`src/rtl/instr_encoder_loader_if.sv`:
```
// Field-bundle handshake and instruction-memory write port of the encoder/loader.
//   master : loader front end (drives the field bundle, observes the memory port)
//   slave  : instr_encoder_loader (accepts bundles, drives the memory write port)
// Signals:
//   in_valid/in_ready       bundle handshake
//   in_op/in_rs1/in_rs2/in_rd/in_imm/in_last  instruction fields
//   mem_we/mem_addr/mem_wdata                  instruction memory write port
interface instr_encoder_loader_if #(
  parameter int ADDR_W = 8
);
  logic                     in_valid;
  logic                     in_ready;
  logic [2:0]               in_op;
  logic [4:0]               in_rs1;
  logic [4:0]               in_rs2;
  logic [4:0]               in_rd;
  logic signed [31:0]       in_imm;
  logic                     in_last;
  logic                     mem_we;
  logic [ADDR_W-1:0]        mem_addr;
  logic [31:0]              mem_wdata;

  modport master (
    output in_valid, in_op, in_rs1, in_rs2, in_rd, in_imm, in_last,
    input  in_ready, mem_we, mem_addr, mem_wdata
  );

  modport slave (
    input  in_valid, in_op, in_rs1, in_rs2, in_rd, in_imm, in_last,
    output in_ready, mem_we, mem_addr, mem_wdata
  );
endinterface

```
`src/rtl/instr_encoder_loader.sv`:
```
// Instruction encoder / loader.
// Packs {op, rs1, rs2, rd, imm14} into a 32-bit word and writes one word into
// instruction memory per accepted bundle, starting at START_ADDR.
// Ports:
//   clk, rst      clock and asynchronous active-high reset
//   start         one-cycle pulse, begins or restarts a load session
//   bus (slave)   field-bundle handshake in, memory write port out
//   busy          session in progress (ACCEPT or WRITE)
//   done          session finished, held until start or rst
//   err_range     sticky: immediate op with in_imm outside [-8192, 8191]
//   err_overflow  sticky: DEPTH words written without in_last
//   word_count    words written in this session
module instr_encoder_loader #(
  parameter int ADDR_W     = 8,
  parameter int DEPTH      = 256,
  parameter int START_ADDR = 0
) (
  input  logic                    clk,
  input  logic                    rst,
  input  logic                    start,
  instr_encoder_loader_if.slave   bus,
  output logic                    busy,
  output logic                    done,
  output logic                    err_range,
  output logic                    err_overflow,
  output logic [ADDR_W:0]         word_count
);

  localparam logic [ADDR_W:0]   DEPTH_C = (ADDR_W+1)'(DEPTH);
  localparam logic [ADDR_W-1:0] START_C = ADDR_W'(START_ADDR);

  typedef enum logic [1:0] {IDLE, ACCEPT, WRITE, DONE} state_t;

  state_t              state_q, state_d;
  logic [31:0]         word_q, word_d;
  logic                last_q, last_d;
  logic [ADDR_W-1:0]   addr_q, addr_d;
  logic [ADDR_W:0]     cnt_q, cnt_d;
  logic                erng_q, erng_d;
  logic                eovf_q, eovf_d;
  logic                in_ready_c;
  logic                mem_we_c;

  function automatic logic is_imm_op(input logic [2:0] op);
    return op[2] & op[1];
  endfunction

  // The immediate field holds a signed 14-bit value.
  function automatic logic imm_out_of_range(input logic signed [31:0] imm);
    return (imm < -32'sd8192) || (imm > 32'sd8191);
  endfunction

  function automatic logic [31:0] encode_word(input logic [2:0] op,
                                              input logic [4:0] rs1,
                                              input logic [4:0] rs2,
                                              input logic [4:0] rd,
                                              input logic signed [31:0] imm);
    logic [13:0] imm14;
    imm14 = is_imm_op(op) ? imm[13:0] : 14'd0;
    return {op, rs1, rs2, rd, imm14};
  endfunction

  always_ff @(posedge clk or posedge rst) begin
    if (rst) begin
      state_q <= IDLE;
      word_q  <= '0;
      last_q  <= 1'b0;
      addr_q  <= '0;
      cnt_q   <= '0;
      erng_q  <= 1'b0;
      eovf_q  <= 1'b0;
    end else begin
      state_q <= state_d;
      word_q  <= word_d;
      last_q  <= last_d;
      addr_q  <= addr_d;
      cnt_q   <= cnt_d;
      erng_q  <= erng_d;
      eovf_q  <= eovf_d;
    end
  end

  always_comb begin
    state_d    = state_q;
    word_d     = word_q;
    last_d     = last_q;
    addr_d     = addr_q;
    cnt_d      = cnt_q;
    erng_d     = erng_q;
    eovf_d     = eovf_q;
    in_ready_c = (state_q == ACCEPT);
    busy       = (state_q == ACCEPT) || (state_q == WRITE);
    done       = (state_q == DONE);
    // A restart in WRITE discards the captured word, so the strobe is gated.
    mem_we_c   = (state_q == WRITE) && !start;

    if (start) begin
      // start wins over any handshake or pending write in the same cycle
      state_d = ACCEPT;
      cnt_d   = '0;
      erng_d  = 1'b0;
      eovf_d  = 1'b0;
    end else begin
      unique case (state_q)
        ACCEPT: begin
          if (bus.in_valid) begin
            word_d  = encode_word(bus.in_op, bus.in_rs1, bus.in_rs2, bus.in_rd, bus.in_imm);
            last_d  = bus.in_last;
            // Address is fixed at capture; the count cannot change before WRITE.
            addr_d  = START_C + cnt_q[ADDR_W-1:0];
            if (is_imm_op(bus.in_op) && imm_out_of_range(bus.in_imm)) begin
              erng_d = 1'b1;
            end
            state_d = WRITE;
          end
        end
        WRITE: begin
          cnt_d = cnt_q + (ADDR_W+1)'(1);
          if (last_q) begin
            state_d = DONE;
          end else if (cnt_q + (ADDR_W+1)'(1) == DEPTH_C) begin
            state_d = DONE;
            eovf_d  = 1'b1;
          end else begin
            state_d = ACCEPT;
          end
        end
        default: ;
      endcase
    end
  end

  assign bus.in_ready  = in_ready_c;
  assign bus.mem_we    = mem_we_c;
  assign bus.mem_addr  = addr_q;
  assign bus.mem_wdata = word_q;
  assign err_range     = erng_q;
  assign err_overflow  = eovf_q;
  assign word_count    = cnt_q;

endmodule
```
`src/flat_wrapper.sv`:
```
// flat-port wrapper written by rule: the top's interface ports become plain ports
module instr_encoder_loader_flat 
#(
  parameter int ADDR_W     = 8,
  parameter int DEPTH      = 256,
  parameter int START_ADDR = 0
)
  (clk, rst, start, busy, done, err_range, err_overflow, word_count, bus_in_valid, bus_in_op, bus_in_rs1, bus_in_rs2, bus_in_rd, bus_in_imm, bus_in_last, bus_in_ready, bus_mem_we, bus_mem_addr, bus_mem_wdata);
  instr_encoder_loader_if #(.ADDR_W(ADDR_W)) bus_i ();
  input  logic clk;
  input  logic rst;
  input  logic start;
  output logic busy;
  output logic done;
  output logic err_range;
  output logic err_overflow;
  output logic [ADDR_W:0] word_count;
  input wire logic [$bits(bus_i.in_valid)-1:0] bus_in_valid;
  input wire logic [$bits(bus_i.in_op)-1:0] bus_in_op;
  input wire logic [$bits(bus_i.in_rs1)-1:0] bus_in_rs1;
  input wire logic [$bits(bus_i.in_rs2)-1:0] bus_in_rs2;
  input wire logic [$bits(bus_i.in_rd)-1:0] bus_in_rd;
  input wire logic [$bits(bus_i.in_imm)-1:0] bus_in_imm;
  input wire logic [$bits(bus_i.in_last)-1:0] bus_in_last;
  output wire logic [$bits(bus_i.in_ready)-1:0] bus_in_ready;
  output wire logic [$bits(bus_i.mem_we)-1:0] bus_mem_we;
  output wire logic [$bits(bus_i.mem_addr)-1:0] bus_mem_addr;
  output wire logic [$bits(bus_i.mem_wdata)-1:0] bus_mem_wdata;
  assign bus_i.in_valid = bus_in_valid;
  assign bus_i.in_op = bus_in_op;
  assign bus_i.in_rs1 = bus_in_rs1;
  assign bus_i.in_rs2 = bus_in_rs2;
  assign bus_i.in_rd = bus_in_rd;
  assign bus_i.in_imm = bus_in_imm;
  assign bus_i.in_last = bus_in_last;
  assign bus_in_ready = bus_i.in_ready;
  assign bus_mem_we = bus_i.mem_we;
  assign bus_mem_addr = bus_i.mem_addr;
  assign bus_mem_wdata = bus_i.mem_wdata;
  instr_encoder_loader #(.ADDR_W(ADDR_W), .DEPTH(DEPTH), .START_ADDR(START_ADDR)) u_core (.clk(clk), .rst(rst), .start(start), .bus(bus_i), .busy(busy), .done(done), .err_range(err_range), .err_overflow(err_overflow), .word_count(word_count));
endmodule
```
`config.mk`:
```
export PLATFORM = sky130hd
export DESIGN_NAME = instr_encoder_loader_flat
export DESIGN_NICKNAME = d
export VERILOG_FILES = /design/src/rtl/instr_encoder_loader_if.sv /design/src/rtl/instr_encoder_loader.sv /design/src/flat_wrapper.sv
export SDC_FILE = /design/constraint.sdc
export NUM_CORES = 1
export LEC_CHECK = 0
export CORE_MARGIN = 1
export CORE_UTILIZATION = 37
export DETAILED_ROUTE_END_ITERATION = 16
export PLACE_DENSITY = 0.77
export SETUP_SLACK_MARGIN = 0.2
export SYNTH_ARGS = -nofsm -noshare
export SYNTH_HDL_FRONTEND = slang
export SYNTH_SLANG_ARGS = --single-unit
```
`constraint.sdc`:
```
create_clock -name clk -period 2 [get_ports clk]
set_clock_uncertainty 0.05 [all_clocks]
set_input_delay 0.6 -clock clk [delete_from_list [all_inputs] [get_ports clk]]
set_output_delay 0.6 -clock clk [all_outputs]
set_load 0.02 [all_outputs]
```
# == Yosys cells after proc, flatten, opt, wreduce, memory -nomap -nowiden ==
# Cells that the tools add are included.
# Widths: inputs -> output; s select.
# classes
add_sub_neg,1
magnitude_cmp,2
eq_ne,6
n_mux,16
n_bitwise,2
n_reduce_logical,15
# op_table
operator,count
$gt 32x14->1 const B,1
$lt 32x14->1 const B,1
$mux 9,2
$mux 14,1
$reduce_bool 2->1,5
$add 9x1->9 const B,1
$eq 9x9->1 const B,1
$reduce_and 3->1,3
$mux 1,8
$mux 2,4
$eq 2x2->1 const B,2
$pmux 2 s2,1
$ne 3x3->1 const B,1
$reduce_bool 3->1,1
$eq 2x1->1 const B,1
$logic_and 1x1->1,2
$logic_or 1x1->1,2
$ne 2x2->1 const B,1
$reduce_and 2->1,1
$and 1x1->1,1
$logic_not 1->1,1
$not 1->1,1
# word_totals
output_inout_bits,55
ff_bits,54

# == Longest topological paths before layout ==
# Gate-level depths: netlist of the first run.
# depth
ltp_word,7
ltp_mapped,7

# == Least setup slack after synthesis of the first run ==
# No wires, ideal clock.
# synth_path
path_kind,register to output
start,register u_core.state_q[0]
end,output bus_mem_we
path_stages_with_launch,6
path_slack_ps,243
required_ps,1350
t_arrival_ps,1107
n_path_buf,1
path_cell_list,dfrtp_1 -> inv_1 -> ha_1 -> buf_2 -> inv_1 -> nor2_1
# synth_via
elab_chain_cells,2
# synth_lines
item,line,rtl
start: declaration,instr_encoder_loader.sv:34,"state_t state_q, state_d;"
start signal: assignment,instr_encoder_loader.sv:73,state_q <= state_d;
$eq 2x2->1,instr_encoder_loader.sv:95,mem_we_c = (state_q == WRITE) && !start;
$logic_and 1x1->1,instr_encoder_loader.sv:95,
end: declaration,flat_wrapper.sv:26,output wire logic [$bits(bus_i.mem_we)-1:0] bus_mem_we;
# Every way passes these cells.

# == Final worst setup path of the first run ==
# layout_path
start,register u_core.state_q[1]
end,output busy
# layout_via
elab_chain_cells,2
# layout_lines
item,line,rtl
$eq 2x1->1 or $eq 2x2->1 (tied branches),instr_encoder_loader.sv:92,busy = (state_q == ACCEPT) || (state_q == WRITE);
$logic_or 1x1->1 *,instr_encoder_loader.sv:92,
end: declaration,flat_wrapper.sv:13,output logic busy;
# Every way passes the cells marked *; elsewhere a longest branch is shown, timed or not.

==> results of run 1 <==
[what timing repair did]
item | 4_1_cts | 5_1_grt
pin swaps | 8 | 8
gates cloned | 2 | 0
setup endpoints to repair | 97 | 49
resized for setup | 105 | 15
setup buffers | 2 | 6
hold buffers | 0 | 0
[layout by cell type (no fill, tap or decap), drive strengths merged, types with 2 or more instances in the layout]
cell	n
ha	4
nor2	11
nand4	9
xor2	3
mux2i	2
dfrtp	54
clkdlybuf4s15	5
nand2	8
nor3	2
or3	3
inv	5
a22o	14
nor4	5
a21oi	5
mux2	27
clkbuf	7
or4	2
nand2b	2
dlygate4sd2	62
nand3	3
buf	33
clkdlybuf4s50	37
xnor2	3
o21ai	5
[layout make-up]
cell class	instances	area share
timing repair buffer	139	0.3564
sequential	54	0.3461
multi-input combinational	114	0.2434
tap	75	0.02399
clock buffer	7	0.02207
inverter	6	0.006718
clock inverter	1	0.001280
[sequential cells by signal (all words and copies together) (netlist names)]
name                  count
u_core.bus.mem_wdata     32
u_core.word_count         9
u_core.bus.mem_addr       8
u_core.state_q            2
u_core.err_overflow       1
u_core.err_range          1
u_core.last_q             1
[report_power, final]
group | switching [uW] | internal [uW] | total, uW
registers | 78.8 | 1250 | 1330
clock network | 329 | 280 | 609
logic | 441 | 470 | 911
[Yosys cell counts]
library cell,n,area [um2]
dfrtp_1,54,1351
mux2i_1,2,20.02
mux2_2,27,304.0
xnor2_1,3,26.28
clkbuf_1,2,7.510
nor3_1,2,10.01
nand3_1,3,15.01
or3_1,3,18.77
nand2_1,8,30.03
a32o_1,1,10.01
inv_1,6,22.52
or4_1,2,15.01
nor4_1,5,31.28
o2111ai_1,1,8.760
and4_2,1,10.01
nor2_1,11,41.29
and4b_1,1,10.01
ha_1,4,50.05
xor2_1,3,26.28
o21ai_0,5,25.02
buf_2,5,25.02
and3_1,1,6.260
nand4_1,9,56.30
a22o_1,14,122.6
o2bb2ai_1,1,8.760
nand2b_1,2,12.51
a21oi_1,5,25.02
[per-layer routing]
| layer | GRT usage | up-vias |
|---|---|---|
| met5 | 0 | - |
| met3 | 0.05682 | 11 |
| met1 | 0.2327 | 1003 |
| met4 | 0.07143 | 0 |
| met2 | 0.3466 | 90 |
| li1 | - | 940 |
[final timing paths]
check / from / to / slack (ns)
worst max register to register: u_core.state_q[1]$_DFFE_PP0P_ / u_core.bus.mem_wdata[14]$_DFFE_PP0P_ / 0.18
max in group asynchronous: rst / u_core.bus.mem_wdata[1]$_DFFE_PP0P_ / 0.99
worst min register to register: u_core.err_range$_DFFE_PP0P_ / u_core.err_range$_DFFE_PP0P_ / 0.45
min in group asynchronous: rst / u_core.bus.mem_wdata[17]$_DFFE_PP0P_ / 0.66
worst min-delay path: u_core.err_range$_DFFE_PP0P_ / u_core.err_range$_DFFE_PP0P_ / 0.45
worst max-delay path: u_core.state_q[1]$_DFFE_PP0P_ / busy / 0.12
[stage by stage]
step	worst slack [ns]	power (uW)	std cells	hold WS (ns)
6_report	0.1162	2848	396	0.4506
5_1_grt	0.04859	3001	396	0.4692
3_3_place_gp	-0.3728	2293	378	0.4255
4_1_cts	0.06818	2866	390	0.4557
2_1_floorplan	0.2428	1778	181	0.4443
3_5_place_dp	-0.3861	2314	378	0.4396
[critical path, cell delays in order (launching register included)]
cell     delay [ns]
dfrtp_1        0.44
ha_2           0.33
inv_1          0.04
buf_6          0.12
[kinds of logic after synthesis]
family / Yosys count / synth area share
AO/OA/AOI/OAI: 27 / 0.08743
XOR/XNOR: 6 / 0.02296
adder cells (fa/ha/maj): 4 / 0.02186
buffers and inverters: 13 / 0.02404
flip-flops: 54 / 0.5902
multiplexers: 29 / 0.1415
AND/OR/NAND/NOR: 48 / 0.1120
==> impl_metrics.toml, run 1 <==
[drt]
vias = 2044
routed_wl_um = 6167
route.met3.wl_um = 420
highest_layer = "met4"
ant_nets = 0
wl_met2_um = 3141
wl_per_cell_um = 15.57
dr.pass1.iters = 4
viasPerCell = 5.162
drt_iter0_drc = 89
drcViolationCount = 0
route.layer.met1.wl_um = 2485

[job]
maxCapViolCount = 0

[timing]
fmax_mhz = 530.8
finalMaxSlewViolations = 0
final.setup.tns_ns = 0
post-route-period-util = 0.9419
fin_crit_ns = 1.884
rsz0062_at_grt = "yes"
timing.final.hold_violations = 0
finalSetupViolCount = 0
relSlewSlack = 0.8057
worst_pin_slew_ns = 0.2888

[floorplanning]
initial_core_util = 0.3845
coreArea_um2 = 5956
rows = 28
die_area_um2 = 6507
die_h_um = 80.67
pin_count = 110
die_w_um = 80.67

[pwr]
cellPowerDensity_nw_per_um2 = 728.1
ir_drop_mv = 0.4775
p_leak_uw = 0.001909

[grt]
grt_pass1_vias = 2117
grt_pass1_wl_um = 9708
grt_overflow = 0
antenna_found_initial = 0
grtUsageTotal = 0.1995
grt_max_degree = 55

[worst_hold_path]
holdPathStages = 1
hold_path_class = "reg2reg"

[logic_synthesis]
synthesis.area_um2 = 2290
synth-seq-cells = 54
yosysUniqueCellTypes = 27
synth_nets = 240
ys_warn_count = 0
syn_area_per_cell_um2 = 12.65
yosysSeqAreaShare = 0.5902
syn_inst = 181

[cells_and_area]
layout-drive-gt1-share = 0.2710
fillers = 503
multi_input_area_um2 = 952.2
area.growth.synth_to_final_pct = 70.82
num_antenna_cells = 0
regArea_um2 = 1354
design_area_um2 = 3911
utilization = 0.6567
num-nets-final = 379

[setup_path]
worstSetupEndpointType = "output pin"
crit_arrival_ns = 1.23
crit_required_ns = 1.35
startpoint_type = "flip-flop"
critPathKind = "reg2out"
r2r_cells = 8
cp_max_fo = 4

[placed_design]
gp_congestion = 0.7326
dpl.hpwl_um = 4249
placed_cell_area_um2 = 3651
port-buffer-count = 109

[clock_tree]
cts.reportedPaths.clkPinSlew_ns = 0.09
cts_root_buffer = "clkbuf_8"
htree_levels = 2
tritoncts = "done"
cts_sinks = 54
cts-buffers-inserted = 5
clk_latency_ns = 0.30
clockBufferDepth = 2

[outcome]
status = "complete, no violations"
(Power assumes the default switching activity.)
==> run 2: changes to the inputs <==
- ABC_AREA: not set -> 0
==> results of run 2 <==
No change in the layout: final DEF, timing and power equal those of run 1.
